$ cat config.mk
export PLATFORM = sky130hd
export DESIGN_NAME = serial_adder
export DESIGN_NICKNAME = d
export VERILOG_FILES = /design/src/rtl/serial_adder.sv
export SDC_FILE = /design/constraint.sdc
export NUM_CORES = 1
export LEC_CHECK = 0
export CAP_MARGIN = 20
export CORE_MARGIN = 5
export CORE_UTILIZATION = 50
export DETAILED_ROUTE_END_ITERATION = 16
export GPL_ROUTABILITY_DRIVEN = 0
export PLACE_DENSITY = 0.76
export SETUP_SLACK_MARGIN = 0.02
export SYNTH_ARGS = -nofsm -noshare
export SYNTH_HDL_FRONTEND = slang
export SYNTH_SLANG_ARGS = --single-unit
export TNS_END_PERCENT = 10
$ cat constraint.sdc
create_clock -name clk -period 2.04 [get_ports clk]
set_input_delay 0.204 -clock clk [delete_from_list [all_inputs] [get_ports clk]]
set_output_delay 0.204 -clock clk [all_outputs]
set_load 0.05 [all_outputs]
$ cat src/rtl/serial_adder.sv
// serial_adder: adds two WIDTH-bit operands K bits per clock through a K-bit ripple chain.
// Defining SERIAL_ADDER_SUB_EN adds a 'sub' port for two's-complement subtraction.
module serial_adder #(
    parameter int WIDTH = 8,
    parameter int K     = 1
) (
    input  logic             clk,
    input  logic             rst_n,
    input  logic             start,
    input  logic [WIDTH-1:0] a,
    input  logic [WIDTH-1:0] b,
    input  logic             cin,
`ifdef SERIAL_ADDER_SUB_EN
    input  logic             sub,
`endif
    output logic             busy,
    output logic             done,
    output logic [WIDTH-1:0] sum,
    output logic             cout
);

    localparam bit            BAD_CFG = (WIDTH < 1) || (K < 1) || (K > WIDTH) ||
                                        ((WIDTH % ((K < 1) ? 1 : K)) != 0);
    localparam int            NSTEP   = (K < 1) ? 1 : (WIDTH / K);
    localparam int            CW      = (NSTEP > 1) ? $clog2(NSTEP) : 1;
    localparam logic [CW-1:0] LAST    = CW'(NSTEP - 1);

    if (BAD_CFG) begin : g_param_check
        $fatal(1, "serial_adder: WIDTH must be >= 1 and K must divide WIDTH");
    end

    typedef enum logic [1:0] {
        S_IDLE,
        S_RUN,
        S_DONE
    } state_t;

    state_t           r_state;
    state_t           w_state_next;

    logic [WIDTH-1:0] r_sha;
    logic [WIDTH-1:0] r_shb;
    logic [WIDTH-1:0] r_res;
    logic             r_carry;
    logic [CW-1:0]    r_cnt;
    logic [WIDTH-1:0] r_sum;
    logic             r_cout;

    logic             w_accept;
    logic             w_last;
    logic [WIDTH-1:0] w_b_cap;
    logic             w_c_cap;
    logic [K-1:0]     w_ksum;
    logic             w_kcout;
    logic [WIDTH-1:0] w_res_next;

    // Subtraction is a + ~b + 1, so the chain itself never changes.
`ifdef SERIAL_ADDER_SUB_EN
    assign w_b_cap = sub ? ~b : b;
    assign w_c_cap = sub | cin;
`else
    assign w_b_cap = b;
    assign w_c_cap = cin;
`endif

    assign w_accept = start && (r_state != S_RUN);
    assign w_last   = (r_cnt == LAST);

    always_comb begin
        logic c;
        c      = r_carry;
        w_ksum = '0;
        for (int unsigned i = 0; i < K; i++) begin
            w_ksum[i] = r_sha[i] ^ r_shb[i] ^ c;
            c         = (r_sha[i] & r_shb[i]) | (c & (r_sha[i] ^ r_shb[i]));
        end
        w_kcout = c;
    end

    // New K-bit slice enters at the top; after NSTEP steps the LSB slice sits at bit 0.
    assign w_res_next = (r_res >> K) | (WIDTH'(w_ksum) << (WIDTH - K));

    always_ff @(posedge clk or negedge rst_n) begin
        if (!rst_n) begin
            r_state <= S_IDLE;
        end else begin
            r_state <= w_state_next;
        end
    end

    always_comb begin
        w_state_next = r_state;
        busy         = 1'b0;
        done         = 1'b0;
        unique case (r_state)
            S_IDLE: begin
                if (start) w_state_next = S_RUN;
            end
            S_RUN: begin
                busy = 1'b1;
                if (w_last) w_state_next = S_DONE;
            end
            S_DONE: begin
                done         = 1'b1;
                w_state_next = start ? S_RUN : S_IDLE;
            end
            default: begin
                w_state_next = S_IDLE;
            end
        endcase
    end

    always_ff @(posedge clk or negedge rst_n) begin
        if (!rst_n) begin
            r_sha   <= '0;
            r_shb   <= '0;
            r_res   <= '0;
            r_carry <= 1'b0;
            r_cnt   <= '0;
            r_sum   <= '0;
            r_cout  <= 1'b0;
        end else if (w_accept) begin
            r_sha   <= a;
            r_shb   <= w_b_cap;
            r_res   <= '0;
            r_carry <= w_c_cap;
            r_cnt   <= '0;
        end else if (r_state == S_RUN) begin
            r_sha   <= r_sha >> K;
            r_shb   <= r_shb >> K;
            r_res   <= w_res_next;
            r_carry <= w_kcout;
            r_cnt   <= r_cnt + 1'b1;
            if (w_last) begin
                r_sum  <= w_res_next;
                r_cout <= w_kcout;
            end
        end
    end

    assign sum  = r_sum;
    assign cout = r_cout;

endmodule

==> reports/results.ini <==
[clock_network]
insertion_delay_ps = 330
cts_root_buf = clkbuf_4
cts_sinks = 38
clk_path_buf_depth = 2
cts_resized = 0
cts_made_buffers = 5
htreeDepth = 2
cts_tree = yes
clk_pin_slew_ps = 100

[timing]
tightest_slew_ps = 820
final-setup-viol-count = 0
timing.final.crit_share = 0.941
fin_skew_ps = 10.1
slew_headroom = 0.454
hold_viol_final = 0
fmax_mhz = 521
maxSlewViolCount = 0
setup_tns_ps = 0
min_period_ps = 1920
rsz0062_at_grt = no

[setup_path]
critPathArrivalTime_ps = 1720
r2r_cells = 4
rrSetupSlack_ps = 350
cp_data_required_time_ps = 1840
worstReg2RegEnd = sum[0]$_DFFE_PN0P_
start_kind = register
crit_fanout = 4
cp-end-kind = output port
path_class = register to output port
rr_startpoint = r_cnt[0]$_DFFE_PN0P_

[detailed_routing]
wl_per_cell_microns = 15.1
vias = 974
first_pass_iters = 4
wirelength_microns = 2970
viasPerCell = 4.97
drt_iter0_markers = 36
drtAntennaViolNets = 0
drc = 0

[global_route]
grt.overflow.total = 0
grt_usage = 0.141
grt_max_degree = 39
grt_pass1_wl_microns = 5480
grt_pass1_vias = 1156
grt_antenna_before_repair = 0

[run_status]
status = complete, no violations

[die]
die_h_microns = 69.9
die_x_microns = 69.9
core_area_sq_um = 3420
dieArea_sq_um = 4890
io_pins = 31
num_rows = 21
start_util = 0.526

[pwr]
p_sw_frac = 0.351
p_int_mw = 2.01
clock_power_share = 0.120
netSwitchingPower_mw = 1.08
seqPwrFrac = 0.409
vdd_drop_max_uv = 908
p_leak_nw = 1.01
comb_power_share = 0.472
power.total_mw = 3.09
power_density_nw_per_um2 = 1430

[worst_hold_path]
hp-class = input port to register
hp-start = b[7]
hold_end = r_shb[7]$_DFFE_PN0P_
hold_depth = 3

[layout]
finalNetCount = 174
diodes = 0
final_common_cell = dfrtp_1
fillerInstances = 264
drive_gt1_frac = 0.387
final_cell_mix = 38 x dfrtp_1, 34 x mux2_2, 28 x clkdlybuf4s50_1
synthToLayoutAreaGrowth_pct = 20.6

[flow_run]
cap_violations = 0

[synth]
syn_nets = 141
yosys_register_bits = 38
yosysSeqAreaShare = 0.530
syn_avg_cell_area_sq_um = 15.2
ys_warn_count = 0
postSynthCellCount = 118
synth_area_sq_um = 1800
ys_types = 15

[placement]
hpwl_microns = 2010
port_buffers = 30

==> area by class of cell <==
cell class                 count  area [sq um]  area share
sequential                    38           951       0.439
timing repair buffer          33           330       0.153
inverter                       3          11.3     0.00520
multi-input combinational     70           764       0.353
tap                           46          57.6      0.0266
clock buffer                   6          51.3      0.0237
==> power by group through the flow <==
stage	clock network [mW]	logic (mW)	registers, mW
final	0.370	1.46	1.26
after global routing	0.435	1.58	1.31
after CTS	0.390	1.48	1.27
after detailed placement	0	1.47	1.28
after global placement	0	1.44	1.26
after floorplan	0	0.908	1.49
==> cell families after synthesis <==
family,count (synthesis),share of synthesized area
AO/OA/AOI/OAI,1,0.00349
adder cells (fa/ha/maj),3,0.0251
buffers and inverters,10,0.0446
flip-flops,38,0.530
multiplexers,51,0.347
AND/OR/NAND/NOR,15,0.0502
==> sequential cells by signal, summed over array words and instances, names as in the netlist <==
signal,count
r_sha,8
r_shb,8
sum,8
r_res,7
r_cnt,3
r_state,2
cout,1
r_carry,1
==> metrics by stage <==
stage               std cells  utilization  cell area (sq um)  setup slack (ps)  hold WS, ps
floorplan                 118            -               1800               562        -91.6
global placement          189        0.616               2100               386          344
detailed placement        189        0.616               2100               360          352
CTS                       196        0.634               2170              88.2          480
global route              196        0.634               2170              49.3          473
finish                    196        0.634               2170               120          489
==> synth_stat cells <==
library cell / number / area, sq um
mux2i_1: 3 / 30.0
nand3b_1: 1 / 7.51
dfrtp_1: 38 / 951
fa_1: 1 / 20.0
buf_12: 1 / 20.0
o22ai_1: 1 / 6.26
mux2_2: 34 / 383
nor2b_1: 10 / 62.6
nand2b_1: 2 / 12.5
buf_2: 3 / 15.0
inv_1: 3 / 11.3
nor2_1: 2 / 7.51
mux2_4: 14 / 210
ha_1: 2 / 25.0
buf_6: 3 / 33.8
==> repair_timing <==
item                                    CTS  global route
endpoints found under the setup margin    0             0
buffers inserted                          0             0
hold buffers                              1             0
endpoints found under the hold margin    38             0
==> how the worst max path moves through the flow <==
stage,startpoint,to,depth (start not counted)
floorplan,r_cnt[0]$_DFFE_PN0P_,cout$_DFFE_PN0P_,5
CTS,r_state[0]$_DFFE_PN0P_,done,2
global route,r_state[0]$_DFFE_PN0P_,done,2
detailed placement,r_cnt[0]$_DFFE_PN0P_,sum[5]$_DFFE_PN0P_,4
finish,r_state[0]$_DFFE_PN0P_,done,2
global placement,start,r_sha[6]$_DFFE_PN0P_,4
==> per-layer routing <==
| metal | vias up | wire length (microns) | track usage |
|---|---|---|---|
| met2 | 23 | 1440 | 0.220 |
| met4 | 0 | 43 | 0.0447 |
| met3 | 5 | 153 | 0.0488 |
| li1 | 468 | - | - |
| met1 | 478 | 1330 | 0.183 |
| met5 | - | 0 | 0 |
==> critical path: stages (launching register included) <==
cell	delay, ps
dfrtp_1	420
nor2b_1	140
clkdlybuf4s50_1	820
(Power assumes the default switching activity.)
